**src/rtl/keypad_scanner.sv**
```systemverilog
// keypad_scanner: 4x4 active-low matrix keypad scanner with frame-based press/release debounce.
// Define KEYPAD_AUTOREPEAT_EN to re-pulse KeyValid every REPEAT_FRAMES frames while a key is held.
module keypad_scanner #(
  parameter int unsigned SCAN_BITS     = 17,
  parameter int unsigned DEBOUNCE      = 4,
  parameter int unsigned REPEAT_FRAMES = 64
) (
  input  logic       Clk,
  input  logic       Reset,
  input  logic [3:0] Rows,
  output logic [3:0] Cols,
  output logic [3:0] KeyCode,
  output logic       KeyValid,
  output logic       KeyDown
);

  typedef enum logic [1:0] {IDLE, PRESS, HELD, RELEASE} state_t;

  localparam logic [3:0] DEB = 4'(DEBOUNCE);

  logic [3:0]           rows_meta, rows_sync, low;
  logic [SCAN_BITS-1:0] scan_cnt;
  logic                 tick, frame_end, single;
  logic [1:0]           col_idx, row_idx;
  logic [2:0]           n_low;
  logic [1:0]           acc_low, merged_low;
  logic [3:0]           acc_code, merged_code;
  state_t               state, state_n;
  logic [3:0]           cand, cand_n, cnt, cnt_n, cnt_inc;
  logic [3:0]           code_n;
  logic                 valid_n, down_n;
`ifdef KEYPAD_AUTOREPEAT_EN
  localparam logic [15:0] REP = 16'(REPEAT_FRAMES);
  logic [15:0]          rep_cnt, rep_n;
`endif

  always_ff @(posedge Clk) begin
    if (Reset) begin
      rows_meta <= '1;
      rows_sync <= '1;
    end else begin
      rows_meta <= Rows;
      rows_sync <= rows_meta;
    end
  end

  always_ff @(posedge Clk) begin
    if (Reset) begin
      scan_cnt <= '0;
      Cols     <= 4'hE;
    end else begin
      scan_cnt <= scan_cnt + 1'b1;
      if (tick) Cols <= {Cols[2:0], Cols[3]};
    end
  end

  assign tick      = &scan_cnt;
  assign low       = ~rows_sync;
  assign frame_end = tick && (col_idx == 2'd3);
  assign n_low     = {2'b0, low[0]} + {2'b0, low[1]} + {2'b0, low[2]} + {2'b0, low[3]};

  always_comb begin
    col_idx = 2'd0;
    case (Cols)
      4'hD:    col_idx = 2'd1;
      4'hB:    col_idx = 2'd2;
      4'h7:    col_idx = 2'd3;
      default: col_idx = 2'd0;
    endcase
  end

  always_comb begin
    row_idx = 2'd0;
    for (int unsigned i = 0; i < 4; i++) begin
      if (low[i]) row_idx = 2'(i);
    end
  end

  // Low-bit count across the frame saturates at 2: anything above one key is MULTI.
  always_comb begin
    merged_low  = acc_low;
    merged_code = acc_code;
    if (n_low >= 3'd2) begin
      merged_low = 2'd2;
    end else if (n_low == 3'd1) begin
      if (acc_low == 2'd0) begin
        merged_low  = 2'd1;
        merged_code = {row_idx, col_idx};
      end else begin
        merged_low = 2'd2;
      end
    end
  end

  always_ff @(posedge Clk) begin
    if (Reset) begin
      acc_low  <= '0;
      acc_code <= '0;
    end else if (tick) begin
      if (frame_end) begin
        acc_low  <= '0;
        acc_code <= '0;
      end else begin
        acc_low  <= merged_low;
        acc_code <= merged_code;
      end
    end
  end

  assign single  = (merged_low == 2'd1);
  assign cnt_inc = (cnt == 4'hF) ? cnt : cnt + 4'd1;

  always_comb begin
    state_n = state;
    cand_n  = cand;
    cnt_n   = cnt;
    code_n  = KeyCode;
    valid_n = 1'b0;
    down_n  = KeyDown;
`ifdef KEYPAD_AUTOREPEAT_EN
    rep_n   = (state == HELD) ? rep_cnt : '0;
`endif
    if (frame_end) begin
      case (state)
        IDLE: begin
          if (single) begin
            state_n = PRESS;
            cand_n  = merged_code;
            cnt_n   = 4'd1;
          end
        end
        PRESS: begin
          if (!single) begin
            state_n = IDLE;
            cnt_n   = '0;
          end else if (merged_code != cand) begin
            cand_n = merged_code;
            cnt_n  = 4'd1;
          end else if (cnt_inc >= DEB) begin
            state_n = HELD;
            code_n  = cand;
            valid_n = 1'b1;
            down_n  = 1'b1;
            cnt_n   = '0;
          end else begin
            cnt_n = cnt_inc;
          end
        end
        HELD: begin
          if (!single) begin
            state_n = RELEASE;
            cnt_n   = 4'd1;
`ifdef KEYPAD_AUTOREPEAT_EN
            rep_n   = '0;
          end else if (merged_code == KeyCode) begin
            rep_n = rep_cnt + 16'd1;
            if (rep_n >= REP) begin
              valid_n = 1'b1;
              rep_n   = '0;
            end
          end else begin
            rep_n = '0;
`endif
          end
        end
        RELEASE: begin
          if (single) begin
            state_n = HELD;
            cnt_n   = '0;
          end else if (cnt_inc >= DEB) begin
            state_n = IDLE;
            down_n  = 1'b0;
            cnt_n   = '0;
          end else begin
            cnt_n = cnt_inc;
          end
        end
        default: state_n = IDLE;
      endcase
    end
  end

  always_ff @(posedge Clk) begin
    if (Reset) begin
      state    <= IDLE;
      cand     <= '0;
      cnt      <= '0;
      KeyCode  <= '0;
      KeyValid <= 1'b0;
      KeyDown  <= 1'b0;
`ifdef KEYPAD_AUTOREPEAT_EN
      rep_cnt  <= '0;
`endif
    end else begin
      state    <= state_n;
      cand     <= cand_n;
      cnt      <= cnt_n;
      KeyCode  <= code_n;
      KeyValid <= valid_n;
      KeyDown  <= down_n;
`ifdef KEYPAD_AUTOREPEAT_EN
      rep_cnt  <= rep_n;
`endif
    end
  end

endmodule

```
**config.mk**
```make
export PLATFORM = sky130hd
export DESIGN_NAME = keypad_scanner
export DESIGN_NICKNAME = d
export VERILOG_FILES = /design/src/rtl/keypad_scanner.sv
export SDC_FILE = /design/constraint.sdc
export NUM_CORES = 1
export LEC_CHECK = 0
export ABC_AREA = 1
export BUFFER_PORTS_ARGS = -buffer_cell sky130_fd_sc_hd__buf_2
export CAP_MARGIN = 0
export CORE_ASPECT_RATIO = 1.4
export CORE_MARGIN = 10
export CORE_UTILIZATION = 60
export CTS_CLUSTER_SIZE = 30
export DETAILED_ROUTE_END_ITERATION = 7
export GPL_TIMING_DRIVEN = 0
export MAX_ROUTING_LAYER = met4
export PLACE_DENSITY = 0.77
export SLEW_MARGIN = 10
export SYNTH_ARGS = -nofsm -noshare
export SYNTH_HDL_FRONTEND = slang
export SYNTH_SLANG_ARGS = --single-unit
export TNS_END_PERCENT = 50
```
**constraint.sdc**
```tcl
create_clock -name Clk -period 5.1 [get_ports Clk]
set_clock_uncertainty 0.2 [all_clocks]
set_input_delay 0.51 -clock Clk [delete_from_list [all_inputs] [get_ports Clk]]
set_output_delay 0.51 -clock Clk [all_outputs]
set_load 0.01 [all_outputs]
```
==> qor.csv, run 1 <==
stage;metric;value;unit
timing;setup_viol;0;
synthesis;synth_cells;363;
synthesis;seq_area_frac_synth;0.389;
finish;fin_cells;445;
floorplan;core_area;4240;µm²
clocking;cts_root_buf;clkbuf_8;
global_routing;grt.total_usage;0.151;
finish;fillers;384;
critical_path;critPathLaunchType;flop;
clocking;numCtsBuffers;5;
clocking;ctsResizeCount;0;
clocking;post_cts_buffers;0;
timing;maxSlewViolCount;0;
finish;design_area;2860;µm²
place;placed_cells;437;
floorplan;fp.dieArea;7450;µm²
pwr;p_per_area;255;nW/µm²
finish;n_antenna_cell;0;
run_status;status;completed;
critical_path;arrival;3.42;ns
synthesis;synth_area;2620;µm²
clocking;clk_pin_slew_worst_paths;0.10;ns
pwr;ir_drop;0.208;mV
timing;worst_pin_slew;0.574;ns
finish;finish.utilization;0.674;
critical_path;crit_path_frequent_cell;nand2_1;
clocking;clkSinkCount;51;
critical_path;worstSetupPathType;reg2reg;
timing;whs;0.184;ns
floorplan;num_rows;28;
clocking;clk_latency;0.30;ns
timing;finalCriticalPeriod;3.37;ns
floorplan;die_x;75.9;µm
global_routing;antenna_found_initial;0;
critical_path;max_stage_delay;0.36;ns
floorplan;ios;16;
clocking;cts_tree;built;
global_routing;grt_pass1_vias;2173;
critical_path;cp-end-kind;flop;
routing;ant_nets;0;
global_routing;grt_pass1_wl;8.86;mm
timing;rsz0062_at_grt;false;
floorplan;initial_core_util;0.619;
place;io_buffers;14;
timing;finalCritPeriodShare;0.661;
critical_path;worstPathRequired;5.14;ns
critical_path;slowest_stage;dfxtp_1;
clocking;cts_buffer_depth;2;
place;place_congestion;0.798;
routing;routed_wirelength;4.98;mm
clocking;htreeDepth;2;
synthesis;syn_area_per_cell;7.22;µm²
timing;slew_headroom;0.618;
floorplan;die_h;98.2;µm
place;place_area;2770;µm²
finish;nNetsFinal;397;
timing;hold_viol;0;
routing;firstDrtPassIters;4;
worst_hold_path;min_path_type;in2reg;
synthesis;yosys_warnings;0;
routing;route.detailed.drc;0;
synthesis;synth_largest_area_cell;dfxtp_1;
global_routing;grt-ovfl-total;0;
routing;drtIter0Drc;74;
place;hpwl;3.87;mm
finish;layout_commonest_cell;nand2_1;
synthesis;synth.distinct_cells;34;
finish;drive_above_1_share;0.169;
finish;area_growth;8.92;%
timing;clock.fmax;296;MHz
routing;detail_route.wl_per_cell;11.2;µm
flow_run;max_cap_violations;0;
routing;vias_per_cell;4.94;
critical_path;crit_fanout;5;
finish;final_cell_mix;73 x nand2_1, 55 x inv_1, 51 x dfxtp_1;
routing;vias;2198;
global_routing;grt_max_degree;17;
synthesis;synth_fp_nets;376;
pwr;leakage;0.00125;µW
synthesis;synth_seq_cells;51;
critical_path;path_cells;ha_1 -> nand2_1 -> nor3_2 -> nand3_1 -> nor3b_2 -> nand2_1 -> nor2_1 -> nand2_1 -> inv_1 -> nand3_1 -> nor2_1 -> ha_1 -> inv_1 -> nor2_1 -> inv_1 -> nor2_2 -> nand4_2 -> nand2_1 -> nand2_1 -> nor2_1;
timing;fin_setup_tns;0;ns
synthesis;synth.top_cell.area_share;0.389;
clocking;hold_buffers;0;
synthesis;synthTopCellsByArea;dfxtp_1 39%, nand2_1 10%, inv_1 7.9%, nand3_1 5.9%, nor2_1 5.4%;
-- worst paths after layout --
path                                              start                       to  slack (ns)  cells after the start
worst max-delay path             scan_cnt[0]$_SDFF_PP0_  KeyCode[3]$_SDFFE_PP0P_        1.73                     20
worst min-delay path                            Rows[1]  rows_meta[1]$_SDFF_PP1_        0.18                      2
worst max register to register   scan_cnt[0]$_SDFF_PP0_  KeyCode[3]$_SDFFE_PP0P_        1.73                     20
worst min register to register  rows_meta[1]$_SDFF_PP1_  rows_sync[1]$_SDFF_PP1_        0.22                      1
-- report_power, final --
group / internal, µW / total, µW / leakage, µW / switching (µW)
logic: 29.6 / 88.7 / 0.000792 / 59.1
registers: 403 / 405 / 0.000413 / 2.33
clock network: 98.8 / 233 / 0.0000418 / 135
total: 531 / 727 / 0.00125 / 196
-- layout make-up --
cell class / count / area [µm²] / area share
clock inverters: 2 / 16.3 / 0.00569
flip-flops and latches: 51 / 1020 / 0.357
well taps: 60 / 75.1 / 0.0263
multi-input cells: 241 / 1330 / 0.466
clock buffers: 6 / 72.6 / 0.0254
inverters: 64 / 244 / 0.0854
repair buffers: 14 / 70.1 / 0.0245
plain buffers: 7 / 27.5 / 0.00964
-- kinds of logic (layout without fill, tap and decap cells) --
| group | after synthesis | after routing | synth area share |
|---|---|---|---|
| mux | 1 | 1 | 0.00382 |
| flops | 51 | 51 | 0.389 |
| fa+ha+maj | 7 | 7 | 0.0363 |
| buf+inv | 71 | 93 | 0.104 |
| compound gates | 42 | 42 | 0.0835 |
| simple gates | 188 | 188 | 0.374 |
| xor+xnor | 3 | 3 | 0.0100 |
-- critical path, delay by kind of cell, from the launching register on --
family / cells / cell delay [ns]
simple gates: 15 / 2.01
fa+ha+maj: 2 / 0.43
flops: 1 / 0.36
buf+inv: 3 / 0.31
-- synthesized netlist by cell type --
library cell  instances
buf_2                 1
a21oi_1              27
dfxtp_1              51
inv_2                 7
fa_1                  1
nand3_1              31
nor3_2                1
nor2_1               38
nand4_2               1
nor2_8                1
nor2_2                4
nor2_4                5
nand2_4               3
clkbuf_1              6
o21ai_0              11
nand3b_1              1
nand3_4               4
a31oi_1               1
or2_2                 8
xor2_1                3
nor3_1                3
nor3b_2               1
o211ai_1              1
mux2i_1               1
nor4_1                1
o21a_1                2
nand4_1               7
nand3_2               2
nand2_2               4
nand2_1              73
inv_1                55
ha_1                  6
clkinv_2              1
inv_4                 1
-- through the flow --
step	total power [µW]	setup WS, ns
after floorplan	488	2.22
after global placement	501	1.79
after detailed placement	504	1.75
after CTS	731	1.72
after global routing	758	1.34
final	727	1.73
-- per-layer routing --
metal,up-vias,GRT usage,share of wire
met5,-,-,0
met4,0,0.0545,0.016
met3,9,0.0314,0.020
met2,24,0.270,0.54
met1,982,0.154,0.42
li1,1183,-,-
-- sequential cells by signal, indices dropped and copies added, names as in the netlist, named ones only --
name and flops:
rows_meta 4, cnt 4, KeyValid 1, Cols 4
rows_sync 4, KeyDown 1, acc_low 2, state 1
scan_cnt 17, KeyCode 4, acc_code 4, cand 4
Power figures use the tool's default switching activity.
==> run 2: changes to the inputs <==
--- a/config.mk
+++ b/config.mk
@@ -5,17 +5,17 @@
 export SDC_FILE = /design/constraint.sdc
 export NUM_CORES = 1
 export LEC_CHECK = 0
-export ABC_AREA = 1
+export ABC_AREA = 0
 export BUFFER_PORTS_ARGS = -buffer_cell sky130_fd_sc_hd__buf_2
 export CAP_MARGIN = 0
 export CORE_ASPECT_RATIO = 1.4
 export CORE_MARGIN = 10
-export CORE_UTILIZATION = 60
+export CORE_UTILIZATION = 54
 export CTS_CLUSTER_SIZE = 30
 export DETAILED_ROUTE_END_ITERATION = 7
 export GPL_TIMING_DRIVEN = 0
 export MAX_ROUTING_LAYER = met4
-export PLACE_DENSITY = 0.77
+export PLACE_DENSITY = 0.73
 export SLEW_MARGIN = 10
 export SYNTH_ARGS = -nofsm -noshare
 export SYNTH_HDL_FRONTEND = slang
==> constraint.sdc (replaced) <==
create_clock -name Clk -period 2.8 [get_ports Clk]
set_clock_uncertainty 0.2 [all_clocks]
set_input_delay 0.28 -clock Clk [delete_from_list [all_inputs] [get_ports Clk]]
set_output_delay 0.28 -clock Clk [all_outputs]
set_load 0.01 [all_outputs]
==> qor.csv, run 2 <==
stage;metric;value;unit;change
flow_run;max_cap_violations;0;;unchanged
critical_path;worstPathRequired;2.83;ns;was 5.14 ns
routing;route.detailed.drc;0;;unchanged
finish;design_area;2860;µm²;about the same
routing;detail_route.wl_per_cell;14.0;µm;was 11.2 µm
timing;setup_viol;15;;was 0
timing;rsz0062_at_grt;true;;was false
synthesis;synth.distinct_cells;54;;was 34
run_status;violations;setup timing;;
critical_path;critPathLaunchType;flop;;unchanged
synthesis;synth_edf_count;0;;unchanged
critical_path;crit_fanout;6;;was 5
place;place_congestion;0.822;;was 0.798
place;placed_cells;347;;was 437
synthesis;yosys_warnings;0;;unchanged
timing;worst_pin_slew;0.529;ns;was 0.574 ns
global_routing;grt_max_degree;15;;was 17
finish;n_antenna_cell;0;;unchanged
timing;maxSlewViolCount;0;;unchanged
clocking;cts_buffer_depth;2;;unchanged
critical_path;worstSetupPathType;reg2reg;;unchanged
place;place_area;2630;µm²;was 2770 µm²
critical_path;crit_buf_inv;2;;was 3
synthesis;synth_most_common_cell;dfxtp_1;;was nand2_1
timing;whs;0.216;ns;was 0.184 ns
routing;ant_nets;0;;unchanged
global_routing;grt.total_usage;0.139;;was 0.151
critical_path;cp-end-kind;flop;;unchanged
routing;vias_per_cell;5.47;;was 4.94
routing;firstDrtPassIters;4;;unchanged
timing;hold_viol;0;;unchanged
floorplan;ios;16;;unchanged
synthesis;synth_largest_area_cell;dfxtp_1;;unchanged
synthesis;synthArstFlopShare;0;;unchanged
clocking;cts_tree;built;;unchanged
global_routing;grt_pass1_wl;8.55;mm;was 8.86 mm
global_routing;grt_pass1_vias;1893;;was 2173
finish;multi_input_area;1470;µm²;was 1330 µm²
timing;slew_headroom;0.647;;was 0.618
floorplan;die_x;77.0;µm;was 75.9 µm
place;hpwl;3.68;mm;was 3.87 mm
timing;finalCriticalPeriod;3.31;ns;was 3.37 ns
timing;setup_ws;-0.513;ns;was 1.73 ns
synthesis;synth_cells;273;;was 363
finish;nNetsFinal;315;;was 397
finish;drive_above_1_share;0.202;;was 0.169
clocking;clk_pin_slew_worst_paths;0.08;ns;was 0.10 ns
finish;regArea;1030;µm²;was 1020 µm²
critical_path;slowest_stage;or4_4;;was dfxtp_1
finish;layout_commonest_cell;dfxtp_1;;was nand2_1
global_routing;grt-ovfl-total;0;;unchanged
global_routing;antenna_found_initial;0;;unchanged
synthesis;seq_area_frac_synth;0.416;;was 0.389
finish;final_cell_mix;49 x dfxtp_1, 28 x nor2_1, 15 x buf_2;;was 73 x nand2_1, 55 x inv_1, 51 x dfxtp_1
routing;routed_wirelength;5.07;mm;was 4.98 mm
run_status;status;complete, but fails checks;;was completed
finish;largest_reg_flops;17;;unchanged
critical_path;max_stage_delay;0.55;ns;was 0.36 ns
floorplan;fp.dieArea;7680;µm²;was 7450 µm²
pwr;ir_drop;0.371;mV;was 0.208 mV
synthesis;synthFlopType;dfxtp_1;;unchanged
synthesis;synth_seq_cells;51;;unchanged
pwr;leakage;0.00109;µW;was 0.00125 µW
critical_path;path_cells;fa_1 -> inv_2 -> ha_4 -> inv_2 -> ha_4 -> or3b_4 -> or4_4 -> nand3_4 -> nand4b_4 -> nor3_4 -> mux2i_1;;was ha_1 -> nand2_1 -> nor3_2 -> nand3_1 -> nor3b_2 -> nand2_1 -> nor2_1 -> nand2_1 -> inv_1 -> nand3_1 -> nor2_1 -> ha_1 -> inv_1 -> nor2_1 -> inv_1 -> nor2_2 -> nand4_2 -> nand2_1 -> nand2_1 -> nor2_1
worst_hold_path;min_path_type;reg2reg;;was in2reg
finish;largest-register;scan_cnt;;unchanged
finish;fin_cells;362;;was 445
synthesis;synth.top_cell.area_share;0.416;;was 0.389
clocking;numCtsBuffers;5;;unchanged
routing;drtIter0Drc;93;;was 74
synthesis;syn_area_per_cell;8.99;µm²;was 7.22 µm²
synthesis;synthTopCellsByArea;dfxtp_1 42%, nor2_1 4.6%, mux2i_1 3.7%, nor2b_1 3.6%, a21oi_1 3.3%;;was dfxtp_1 39%, nand2_1 10%, inv_1 7.9%, nand3_1 5.9%, nor2_1 5.4%
place;pre_cts_ws;-0.602;ns;was 1.75 ns
finish;fillers;378;;was 384
timing;clock.fmax;302;MHz;was 296 MHz
critical_path;path_delay_family;simple AND/OR/NAND/NOR gates;;unchanged
pwr;p_per_area;458;nW/µm²;was 255 nW/µm²
clocking;htreeDepth;2;;unchanged
critical_path;arrival;3.35;ns;was 3.42 ns
routing;vias;1980;;was 2198
floorplan;num_rows;28;;unchanged
floorplan;initial_core_util;0.569;;was 0.619
synthesis;synth_area;2450;µm²;was 2620 µm²
floorplan;die_h;99.8;µm;was 98.2 µm
clocking;clkSinkCount;51;;unchanged
place;io_buffers;14;;unchanged
clocking;cts_root_buf;clkbuf_8;;unchanged
floorplan;core_area;4310;µm²;was 4240 µm²
timing;finalCritPeriodShare;1.18;;was 0.661
finish;area_growth;16.6;%;was 8.92%
clocking;clk_latency;0.30;ns;about the same
synthesis;synth_common_cells;51 x dfxtp_1, 30 x nor2_1, 16 x a21oi_1;;was 73 x nand2_1, 55 x inv_1, 51 x dfxtp_1
synthesis;synth_fp_nets;286;;was 376
[run 2: metal layers]
layer  GRT usage  part of all wire  vias to the layer above
li1            -                 -                     1016
met5           -                 0                        -
met4      0.0662             0.016                        0
met1       0.135              0.40                      937
met2       0.262              0.56                       18
met3      0.0225             0.023                        9
[run 2: final cells by class]
cell class,count,share of cell area
clock inverters,1,0.00175
plain buffers,8,0.0109
inverters,8,0.0105
well taps,60,0.0262
multi-input cells,206,0.514
flip-flops and latches,51,0.359
repair buffers,22,0.0490
clock buffers,6,0.0289
[run 2: logic make-up after synthesis]
logic type | share of synthesized area
AO/OA/AOI/OAI | 0.144
XOR/XNOR | 0.0464
adder cells (fa/ha/maj) | 0.0388
buffers and inverters | 0.0245
flip-flops | 0.416
multiplexers | 0.0367
AND/OR/NAND/NOR | 0.293
[run 2: power breakdown]
group | switching, µW | internal [µW]
combinational | 79.1 | 66.0
sequential | 6.12 | 733
clock | 231 | 194
[run 2: path summary, 6_finish.rpt]
path	depth (start not counted)	to	start	slack [ns]
min	1	rows_sync[2]$_SDFF_PP1_	rows_meta[2]$_SDFF_PP1_	0.22
max	11	KeyCode[1]$_SDFFE_PP0P_	rows_sync[0]$_SDFF_PP1_	-0.51
min reg2reg	1	rows_sync[2]$_SDFF_PP1_	rows_meta[2]$_SDFF_PP1_	0.22
max reg2reg	11	KeyCode[1]$_SDFFE_PP0P_	rows_sync[0]$_SDFF_PP1_	-0.51
[run 2: stage by stage]
stage | util | total power (µW) | TNS, ns
2_1_floorplan | - | 845 | -4.36
3_5_place_dp | 0.609 | 873 | -8.20
6_report | 0.664 | 1310 | -6.71
4_1_cts | 0.655 | 1310 | -6.82
5_1_grt | 0.664 | 1360 | -8.68
3_3_place_gp | 0.609 | 871 | -7.24
[run 2: timing repair]
action | in CTS | in global routing
hold buffers | 4 | 0
cloned | 0 | 0
buffers inserted | 4 | 0
hold endpoints to repair | 4 | 0
endpoints found under the setup margin | 19 | 21
pin swaps | 2 | 2
resized for setup | 13 | 8
==> run 3: changes to the inputs <==
--- a/config.mk
+++ b/config.mk
@@ -10,12 +10,12 @@
 export CAP_MARGIN = 0
 export CORE_ASPECT_RATIO = 1.4
 export CORE_MARGIN = 10
-export CORE_UTILIZATION = 54
+export CORE_UTILIZATION = 59
 export CTS_CLUSTER_SIZE = 30
 export DETAILED_ROUTE_END_ITERATION = 7
 export GPL_TIMING_DRIVEN = 0
 export MAX_ROUTING_LAYER = met4
-export PLACE_DENSITY = 0.73
+export PLACE_DENSITY = 0.76
 export SLEW_MARGIN = 10
 export SYNTH_ARGS = -nofsm -noshare
 export SYNTH_HDL_FRONTEND = slang
==> constraint.sdc (replaced) <==
create_clock -name Clk -period 3.1 [get_ports Clk]
set_clock_uncertainty 0.2 [all_clocks]
set_input_delay 0.31 -clock Clk [delete_from_list [all_inputs] [get_ports Clk]]
set_output_delay 0.31 -clock Clk [all_outputs]
set_load 0.01 [all_outputs]
==> qor.csv, run 3 (same netlist as run 2, synthesis figures left out) <==
stage;metric;value;unit;change
timing;finalCriticalPeriod;3.38;ns;was 3.31 ns
place;hpwl;3.61;mm;was 3.68 mm
finish;nNetsFinal;315;;unchanged
critical_path;path_cells;fa_1 -> inv_2 -> ha_4 -> inv_2 -> ha_4 -> or3b_4 -> or4_4 -> a21oi_2 -> nand4b_4 -> buf_4 -> o21ai_0 -> a32o_1;;was fa_1 -> inv_2 -> ha_4 -> inv_2 -> ha_4 -> or3b_4 -> or4_4 -> nand3_4 -> nand4b_4 -> nor3_4 -> mux2i_1
timing;setup_ws;-0.284;ns;was -0.513 ns
worst_hold_path;min_path_type;reg2reg;;unchanged
global_routing;grt.total_usage;0.156;;was 0.139
critical_path;slowest_stage;fa_1;;was or4_4
finish;area_growth;14.5;%;was 16.6%
timing;fin_setup_tns;-3.35;ns;was -6.71 ns
global_routing;antenna_found_initial;0;;unchanged
floorplan;num_rows;27;;was 28
place;pre_cts_ws;-0.280;ns;was -0.602 ns
pwr;ir_drop;0.300;mV;was 0.371 mV
clocking;htreeDepth;2;;unchanged
floorplan;fp.dieArea;7170;µm²;was 7680 µm²
floorplan;initial_core_util;0.616;;was 0.569
routing;route.detailed.drc;0;;unchanged
clocking;clkSinkCount;51;;unchanged
pwr;leakage;0.00109;µW;about the same
finish;largest-register;scan_cnt;;unchanged
timing;slew_headroom;0.629;;was 0.647
global_routing;grt_pass1_wl;8.66;mm;was 8.55 mm
routing;firstDrtPassIters;4;;unchanged
finish;fin_cells;346;;was 362
finish;drive_above_1_share;0.185;;was 0.202
routing;routed_wirelength;5.16;mm;was 5.07 mm
timing;worst_pin_slew;0.556;ns;was 0.529 ns
finish;finish.utilization;0.705;;was 0.664
timing;whs;0.225;ns;was 0.216 ns
routing;vias_per_cell;5.81;;was 5.47
pwr;p_per_area;414;nW/µm²;was 458 nW/µm²
floorplan;core_area;3990;µm²;was 4310 µm²
clocking;cts_root_buf;clkbuf_8;;unchanged
place;place_congestion;0.828;;was 0.822
floorplan;die_h;96.3;µm;was 99.8 µm
global_routing;grt_max_degree;16;;was 15
critical_path;critPathLaunchType;flop;;unchanged
clocking;numCtsBuffers;5;;unchanged
routing;vias;2010;;was 1980
critical_path;worstSetupPathType;reg2reg;;unchanged
place;io_buffers;14;;unchanged
routing;ant_nets;0;;unchanged
global_routing;grt_pass1_vias;1906;;was 1893
finish;n_antenna_cell;0;;unchanged
critical_path;path_delay_family;simple AND/OR/NAND/NOR gates;;unchanged
timing;hold_viol;0;;unchanged
finish;largest_reg_flops;17;;unchanged
floorplan;ios;16;;unchanged
finish;layout_commonest_cell;dfxtp_1;;unchanged
floorplan;die_x;74.5;µm;was 77.0 µm
timing;rsz0062_at_grt;true;;unchanged
clocking;clk_latency;0.29;ns;was 0.30 ns
critical_path;max_stage_delay;0.54;ns;was 0.55 ns
timing;setup_viol;14;;was 15
global_routing;grt-ovfl-total;0;;unchanged
clocking;cts_tree;built;;unchanged
routing;drtIter0Drc;106;;was 93
critical_path;worstPathRequired;3.09;ns;was 2.83 ns
clocking;clk_pin_slew_worst_paths;0.09;ns;was 0.08 ns
critical_path;arrival;3.38;ns;was 3.35 ns
run_status;violations;setup timing;;unchanged
critical_path;cp-end-kind;flop;;unchanged
timing;clock.fmax;296;MHz;was 302 MHz
run_status;status;complete, but fails checks;;unchanged
critical_path;crit_fanout;4;;was 6
timing;finalCritPeriodShare;1.09;;was 1.18
finish;final_cell_mix;49 x dfxtp_1, 30 x nor2_1, 15 x a21oi_1;;was 49 x dfxtp_1, 28 x nor2_1, 15 x buf_2
flow_run;max_cap_violations;0;;unchanged
timing;maxSlewViolCount;0;;unchanged
clocking;cts_buffer_depth;2;;unchanged
place;placed_cells;330;;was 347
routing;detail_route.wl_per_cell;14.9;µm;was 14.0 µm
critical_path;crit_buf_inv;3;;was 2
-- run 3: changes by cell type in the layout (fill, tap and decap cells not counted), sizes merged --
cell	before	now
buf	20	19
clkbuf	12	13
clkinvlp	0	1
-- run 3: worst paths after layout --
kind / from / end / slack [ns] / cells after the start
max: rows_sync[0]$_SDFF_PP1_ / cnt[1]$_SDFFE_PP0P_ / -0.28 / 12
min: rows_meta[2]$_SDFF_PP1_ / rows_sync[2]$_SDFF_PP1_ / 0.23 / 1
max reg2reg: rows_sync[0]$_SDFF_PP1_ / cnt[1]$_SDFFE_PP0P_ / -0.28 / 12
min reg2reg: rows_meta[2]$_SDFF_PP1_ / rows_sync[2]$_SDFF_PP1_ / 0.23 / 1
-- run 3: layout make-up --
cell class,instances,area [µm²]
inverter,8,30.0
clock inverter,2,12.5
buffer,8,31.3
sequential,51,1030
timing repair buffer,22,140
clock buffer,6,72.6
tap,43,53.8
fill,324,1180
multi-input combinational,206,1440
-- run 3: power breakdown --
group	total (µW)	switching (µW)	internal, µW	leakage [µW]
Sequential	668	5.66	662	0.000413
Combinational	129	71.0	58.4	0.000631
Clock	365	207	158	0.0000412
Total	1160	284	879	0.00109
-- run 3: through the flow --
step / total power (µW) / instance area (µm²)
final: 1160 / 2810
after global routing: 1210 / 2810
after CTS: 1160 / 2780
after detailed placement: 788 / 2600
after global placement: 786 / 2600
after floorplan: 763 / 2480
-- run 3: worst register-to-register path, stage by stage, from the launching register on --
cell      delay, ns
dfxtp_2        0.33
fa_1           0.54
inv_2          0.04
ha_4           0.15
inv_2          0.06
ha_4           0.20
or3b_4         0.41
or4_4          0.54
a21oi_2        0.14
nand4b_4       0.18
buf_4          0.14
o21ai_0        0.09
a32o_1         0.26
-- run 3: what timing repair did --
action                                  CTS  global route
gates resized for setup                   8             7
pin swaps                                 2             2
endpoints found under the setup margin   14            18
endpoints found under the hold margin     4             0
hold buffers                              4             0
setup buffers                             2             2
-- run 3: per-layer routing --
layer  vias to the layer above  share of wire  wire length (µm)  global-route usage
met4                         0          0.016                81              0.0522
met5                         -              0                 0                   -
met3                         8          0.050               259              0.0257
met1                       947           0.40              2040               0.165
met2                        44           0.54              2770               0.285
li1                       1011              -                 -                   -
